**config.mk**
```make
export PLATFORM = sky130hd
export DESIGN_NAME = instr_fetch_queue_flat
export DESIGN_NICKNAME = d
export VERILOG_FILES = /design/src/rtl/instr_fetch_queue_if.sv /design/src/rtl/instr_fetch_queue.sv /design/src/flat_wrapper.sv
export SDC_FILE = /design/constraint.sdc
export NUM_CORES = 1
export LEC_CHECK = 0
export ABC_AREA = 1
export CAP_MARGIN = 30
export CORE_MARGIN = 1
export CORE_UTILIZATION = 50
export DETAILED_ROUTE_END_ITERATION = 6
export PLACE_DENSITY_LB_ADDON = 0.15
export SLEW_MARGIN = 0
export SYNTH_ARGS = -nofsm -noshare
export SYNTH_HDL_FRONTEND = slang
export SYNTH_SLANG_ARGS = --single-unit
```
**constraint.sdc**
```tcl
create_clock -name CLK -period 5.5 [get_ports CLK]
set_input_delay 1.1 -clock CLK [delete_from_list [all_inputs] [get_ports CLK]]
set_output_delay 1.1 -clock CLK [all_outputs]
set_load 0.01 [all_outputs]
```
**src/rtl/instr_fetch_queue_if.sv**
```systemverilog
// Bundles the instruction-memory read port and the instruction handshake
// between the fetch queue (master) and its environment (slave).
interface instr_fetch_queue_if #(
    parameter int unsigned INSTRUCTION_SIZE = 29,
    parameter int unsigned IM_ADDR_WIDTH    = 32
);
    logic                        im_rden;
    logic [IM_ADDR_WIDTH-1:0]    im_rdaddr;
    logic [INSTRUCTION_SIZE-1:0] im_rddata;
    logic [INSTRUCTION_SIZE-1:0] instruction;
    logic                        instr_valid;
    logic                        instr_ready;
    logic [IM_ADDR_WIDTH-1:0]    pc;
    logic                        halted;

    modport master (
        output im_rden, im_rdaddr, instruction, instr_valid, pc, halted,
        input  im_rddata, instr_ready
    );

    modport slave (
        input  im_rden, im_rdaddr, instruction, instr_valid, pc, halted,
        output im_rddata, instr_ready
    );
endinterface

```
**src/rtl/instr_fetch_queue.sv**
```systemverilog
// Instruction prefetch queue: issues one-cycle-latency memory reads, buffers the
// returned words with their addresses, and presents them show-ahead until a HALT.
module instr_fetch_queue #(
    parameter int unsigned INSTRUCTION_SIZE = 29,
    parameter int unsigned IM_ADDR_WIDTH    = 32,
    parameter int unsigned FIFO_DEPTH       = 4,
    parameter int unsigned OPCODE_WIDTH     = 3,
    parameter logic [OPCODE_WIDTH-1:0] HALT_OPCODE = 3'b111
) (
    input  logic                     CLK,
    input  logic                     SYNC_RST,
    input  logic                     EN,
    input  logic                     flush,
    input  logic [IM_ADDR_WIDTH-1:0] flush_addr,
    instr_fetch_queue_if.master      bus
);
    localparam int unsigned PTR_W = $clog2(FIFO_DEPTH);
    localparam int unsigned CNT_W = $clog2(FIFO_DEPTH + 1);
    localparam int unsigned OCC_W = CNT_W + 2;

    logic [INSTRUCTION_SIZE-1:0] mem_data [FIFO_DEPTH];
    logic [IM_ADDR_WIDTH-1:0]    mem_addr [FIFO_DEPTH];

    logic [IM_ADDR_WIDTH-1:0] fa;
    logic [IM_ADDR_WIDTH-1:0] cap_addr;
    logic [PTR_W-1:0]         rd_ptr;
    logic [PTR_W-1:0]         wr_ptr;
    logic [CNT_W-1:0]         count;
    logic                     cap_pending;
    logic                     halt_seen;

    logic                        pop_c;
    logic                        cap_halt_c;
    logic                        wr_c;
    logic                        issue_c;
    logic [OCC_W-1:0]            occ_c;
    logic [PTR_W-1:0]            rd_ptr_n;
    logic [CNT_W-1:0]            kept_c;
    logic [CNT_W-1:0]            count_n;
    logic [INSTRUCTION_SIZE-1:0] head_data_c;
    logic [IM_ADDR_WIDTH-1:0]    head_addr_c;
    logic                        head_halt_c;

    // Occupancy counts queued entries, the word arriving now and the read at
    // the memory, so a full pipe of outstanding reads can never overflow.
    always_comb begin
        pop_c       = bus.instr_valid && bus.instr_ready;
        cap_halt_c  = (bus.im_rddata[INSTRUCTION_SIZE-1 -: OPCODE_WIDTH] == HALT_OPCODE);
        wr_c        = cap_pending && !halt_seen;
        occ_c       = OCC_W'(count) + OCC_W'(cap_pending) + OCC_W'(bus.im_rden);
        issue_c     = EN && !halt_seen && !(cap_pending && cap_halt_c)
                      && (occ_c < (OCC_W'(FIFO_DEPTH) + OCC_W'(pop_c)));
        rd_ptr_n    = rd_ptr + PTR_W'(pop_c);
        kept_c      = count - CNT_W'(pop_c);
        count_n     = kept_c + CNT_W'(wr_c);
        head_data_c = mem_data[rd_ptr_n];
        head_addr_c = mem_addr[rd_ptr_n];
        if (kept_c == '0) begin
            head_data_c = bus.im_rddata;
            head_addr_c = cap_addr;
        end
        head_halt_c = (head_data_c[INSTRUCTION_SIZE-1 -: OPCODE_WIDTH] == HALT_OPCODE);
    end

    // Control state and registered outputs; flush overrides pop and capture.
    always_ff @(posedge CLK) begin
        if (SYNC_RST) begin
            fa              <= '0;
            cap_addr        <= '0;
            rd_ptr          <= '0;
            wr_ptr          <= '0;
            count           <= '0;
            cap_pending     <= 1'b0;
            halt_seen       <= 1'b0;
            bus.im_rden     <= 1'b0;
            bus.im_rdaddr   <= '0;
            bus.instruction <= '0;
            bus.instr_valid <= 1'b0;
            bus.pc          <= '0;
            bus.halted      <= 1'b0;
        end else if (flush) begin
            fa              <= flush_addr;
            rd_ptr          <= '0;
            wr_ptr          <= '0;
            count           <= '0;
            cap_pending     <= 1'b0;
            halt_seen       <= 1'b0;
            bus.im_rden     <= 1'b0;
            bus.instr_valid <= 1'b0;
            bus.halted      <= 1'b0;
        end else begin
            bus.im_rden <= issue_c;
            if (issue_c) begin
                bus.im_rdaddr <= fa;
                fa            <= fa + IM_ADDR_WIDTH'(1);
            end
            cap_pending <= bus.im_rden;
            cap_addr    <= bus.im_rdaddr;
            if (wr_c) begin
                wr_ptr <= wr_ptr + PTR_W'(1);
                if (cap_halt_c) begin
                    halt_seen <= 1'b1;
                end
            end
            rd_ptr <= rd_ptr_n;
            count  <= count_n;
            // An empty queue keeps showing the last head.
            if (count_n != '0) begin
                bus.instruction <= head_data_c;
                bus.pc          <= head_addr_c;
            end
            bus.instr_valid <= (count_n != '0) && !head_halt_c;
            bus.halted      <= (count_n != '0) && head_halt_c;
        end
    end

    // Entry storage; stale slots are unreachable once the pointers reset.
    always_ff @(posedge CLK) begin
        if (wr_c) begin
            mem_data[wr_ptr] <= bus.im_rddata;
            mem_addr[wr_ptr] <= cap_addr;
        end
    end
endmodule

```
**src/flat_wrapper.sv**
```systemverilog
// flat-port wrapper written by rule: the top's interface ports become plain ports
module instr_fetch_queue_flat 
#(
    parameter int unsigned INSTRUCTION_SIZE = 29,
    parameter int unsigned IM_ADDR_WIDTH    = 32,
    parameter int unsigned FIFO_DEPTH       = 4,
    parameter int unsigned OPCODE_WIDTH     = 3,
    parameter logic [OPCODE_WIDTH-1:0] HALT_OPCODE = 3'b111
)
  (CLK, SYNC_RST, EN, flush, flush_addr, bus_im_rden, bus_im_rdaddr, bus_instruction, bus_instr_valid, bus_pc, bus_halted, bus_im_rddata, bus_instr_ready);
  instr_fetch_queue_if #(.INSTRUCTION_SIZE(INSTRUCTION_SIZE), .IM_ADDR_WIDTH(IM_ADDR_WIDTH)) bus_i ();
  input  logic CLK;
  input  logic SYNC_RST;
  input  logic EN;
  input  logic flush;
  input  logic [IM_ADDR_WIDTH-1:0] flush_addr;
  output wire logic [$bits(bus_i.im_rden)-1:0] bus_im_rden;
  output wire logic [$bits(bus_i.im_rdaddr)-1:0] bus_im_rdaddr;
  output wire logic [$bits(bus_i.instruction)-1:0] bus_instruction;
  output wire logic [$bits(bus_i.instr_valid)-1:0] bus_instr_valid;
  output wire logic [$bits(bus_i.pc)-1:0] bus_pc;
  output wire logic [$bits(bus_i.halted)-1:0] bus_halted;
  input wire logic [$bits(bus_i.im_rddata)-1:0] bus_im_rddata;
  input wire logic [$bits(bus_i.instr_ready)-1:0] bus_instr_ready;
  assign bus_im_rden = bus_i.im_rden;
  assign bus_im_rdaddr = bus_i.im_rdaddr;
  assign bus_instruction = bus_i.instruction;
  assign bus_instr_valid = bus_i.instr_valid;
  assign bus_pc = bus_i.pc;
  assign bus_halted = bus_i.halted;
  assign bus_i.im_rddata = bus_im_rddata;
  assign bus_i.instr_ready = bus_instr_ready;
  instr_fetch_queue #(.INSTRUCTION_SIZE(INSTRUCTION_SIZE), .IM_ADDR_WIDTH(IM_ADDR_WIDTH), .FIFO_DEPTH(FIFO_DEPTH), .OPCODE_WIDTH(OPCODE_WIDTH), .HALT_OPCODE(HALT_OPCODE)) u_core (.CLK(CLK), .SYNC_RST(SYNC_RST), .EN(EN), .flush(flush), .flush_addr(flush_addr), .bus(bus_i));
endmodule
```
==> metrics.md <==
| Metric | Value |
|---|---|
| Status | `finished clean` |
| CTS max path bufs | `3` |
| WP buf/inv | `4` |
| Grt ovf | `0` |
| FF-to-FF path depth | `11` |
| Final setup fails | `0` |
| Tcrit/Tclk final | `68.1%` |
| Hold path depth | `2` |
| Clock skew | `0.0153 ns` |
| Setup TNS | `0 ns` |
| Worst IR drop on VDD | `0.238 mV` |
| Standard-cell rows | `68` |
| Total Die Area | `0.0361 mm^2` |
| Clk_lat worst skew | `0.53 ns` |
| Sink Count | `413` |
| Synth cell types | `33` |
| Commonest non-fill, non-tap cell in the layout | `nand2_1` |
| Worst path slowest cell | `inv_4` |
| Ys flop type | `edfxtp_1` |
| Crit path time final | `3.74 ns` |
| Nets | `2212` |
| Share of cells above drive strength 1 | `5.36%` |
| Initial antenna violation count | `0` |
| Placed Cells | `2540` |
| Core Util, Final | `60.8%` |
| Crit path DAT | `4.21 ns` |
| Port buffer count | `161` |
| CP Depth | `12` |
| Core box area | `0.0346 mm^2` |
| Ports | `162` |
| Final Hold Vio Count | `0` |
| Final std cells w/o fill | `2621` |
| CTS Hold Bufs | `0` |
| Antenna-violating nets left | `0` |
| Clock-pin slew on the worst setup and hold paths | `0.06 ns` |
| GPL Wtd Cong | `0.837` |
| Area grow syn2layout | `19.3%` |
| Commonest non-fill, non-tap cells in the layout | `569 x nand2_1, 244 x edfxtp_1, 217 x nor2_1, 200 x nand3_1, 198 x inv_1` |
| Mapped cell area | `0.0177 mm^2` |
| Vias/cell | `5.11` |
| DR WL/cell | `16.2 um` |
| Critical Path Fanout Max | `86` |
| Crit path kind | `in -> reg` |
| Die height | `190 um` |
| Pin count of the biggest net entering global routing | `87` |
| Leakage Power | `8.27 nW` |
| Worst hold slack | `0.466 ns` |
| Drt total wl | `42500 um` |
| Overall power | `6.75 mW` |
| Starting Density | `51.0%` |
| Worst path max stage delay | `0.78 ns` |
| Ys async rst share | `0%` |
| First-pass GRT wire length | `67700 um` |
| Pwr dens | `321 mW/mm^2` |
| Worst setup SP type | `input port` |
| TritonCTS Buffers | `44` |
| Final Slew Violations | `0` |
| Routed vias | `13406` |
| Fmax | `267 MHz` |
| Worst hold path class | `reg -> reg` |
| Synth Net Count | `2089` |
| Filler instances | `2954` |
| Post-synthesis sequential area ratio | `60.7%` |
| Initial DRC count | `775` |
| CTS tree | `yes` |
| Crit end category | `flop` |
| Avg Cell Area, Syn | `8.79 um^2` |
| Post-synth EDFFs | `244` |
| CP top delay family | `buffers and inverters` |
| Chip width | `190 um` |
| TritonRoute pass-1 iters | `5` |
| Post-synthesis register bit count | `413` |
| Max-slew headroom | `36.1%` |
| Worst EP required | `5.96 ns` |
| Root Buffer Master | `clkbuf_16` |
| Overall routing resource usage | `23.9%` |
| Post-cts repair resize count | `0` |
| Unrepaired setup endpoints after global routing | `false` |
| Worst Max-Slew Pin Slew | `0.958 ns` |
| Vias in the first global route | `12945` |
| Setup slack, reg-to-reg | `2.42 ns` |
| H-tree depth | `2` |
| Crit-path cells | `clkdlybuf4s50_1 > nand2_1 > inv_1 > ha_4 > inv_4 > buf_4 > nand2_1 > nand3_1 > o21ai_0 > a21oi_1 > nor2_1 > nor2_1` |
| Gate Count Post-Synth | `2009` |
| Synth warnings | `0` |
| Antenna diode count | `0` |
| Max cap viols | `0` |
| Postcts setup bufs | `0` |
| # DRC | `0` |
| Dpl hpwl | `26200 um` |
==> worst paths after layout <==
path	start	to
min	u_core.bus.im_rdaddr[7]	u_core.bus.im_rdaddr[7]
max	bus_instr_ready	u_core.bus.instruction[10]
max reg2reg	u_core.bus.instr_valid	u_core.bus.instruction[10]
min reg2reg	u_core.bus.im_rdaddr[7]	u_core.bus.im_rdaddr[7]
==> state kept, by name (all words and copies together) (netlist names), 2 cells and up <==
name and count:
u_core.mem_addr 128, u_core.mem_data 116, u_core.bus.im_rdaddr 32, u_core.bus.pc 32, u_core.cap_addr 32, u_core.fa 32, u_core.bus.instruction 29, u_core.count 3
u_core.rd_ptr 2, u_core.wr_ptr 2
==> worst register-to-register path, cell delays in order, from the launching register on <==
cell and delay (ns):
dfxtp_1 0.35, nand2_1 0.07, inv_1 0.19, ha_4 0.46
inv_4 0.80, buf_4 0.55, nand2_1 0.10, nand3_1 0.10
o21ai_0 0.10, a21oi_1 0.16, nor2_1 0.05, nor2_1 0.09
==> stage by stage <==
step	area [um^2]	setup slack, ns
2_1_floorplan	17700	1.79
3_3_place_gp	19600	1.29
3_5_place_dp	19600	1.23
4_1_cts	21000	1.77
5_1_grt	21100	1.52
6_report	21100	1.76
==> cells by family after synthesis <==
family	Yosys count	synth area share, %
simple gates	1022	23.6
fa+ha+maj	14	0.992
buf+inv	311	7.15
flops	413	60.7
xor+xnor	16	0.836
compound gates	233	6.73
==> cells in the mapped netlist, types with 5 or more instances <==
master    instances  share of area, %
xnor2_1           8              0.40
edfxtp_1        244                42
nor2_1          221               4.7
o21ai_0         128               3.6
ha_1             14              0.99
xor2_1            7              0.35
buf_1             7              0.15
a21oi_2           5              0.25
o21ai_1          14              0.40
a21oi_1          85               2.4
nand3b_1          7              0.30
clkbuf_1         47               1.0
nand3_1         201               5.7
dfxtp_1         169                19
buf_2            46               1.3
inv_1           199               4.2
nand2_1         570                12
nand4_1          10              0.35
==> report_power, final <==
part / total (mW) / leakage, nW / switching (mW) / internal, mW
Sequential: 3.42 / 3.59 / 0.0734 / 3.35
Clock: 2.89 / 0.699 / 1.17 / 1.73
Combinational: 0.439 / 3.98 / 0.250 / 0.188
Total: 6.75 / 8.27 / 1.49 / 5.26
==> per-layer routing <==
metal  vias to the layer above  routed length (um)  global-route usage [%]
met5                         -                   0                       0
met3                        53                2240                    3.10
met4                         0                 807                    6.70
li1                       6783                   -                       -
met1                      6232               19000                    31.8
met2                       338               20500                    40.8
==> final cells by class <==
| cell class | instances | area, um^2 | area share, % |
|---|---|---|---|
| multi-input cells | 1285 | 5750 | 27.3 |
| repair buffers | 186 | 1850 | 8.77 |
| inverters | 202 | 763 | 3.62 |
| clock inverters | 24 | 226 | 1.08 |
| clock buffers | 56 | 1200 | 5.68 |
| well taps | 455 | 569 | 2.70 |
| flip-flops and latches | 413 | 10700 | 50.8 |
Note: power is estimated with default switching activity, not from simulation.
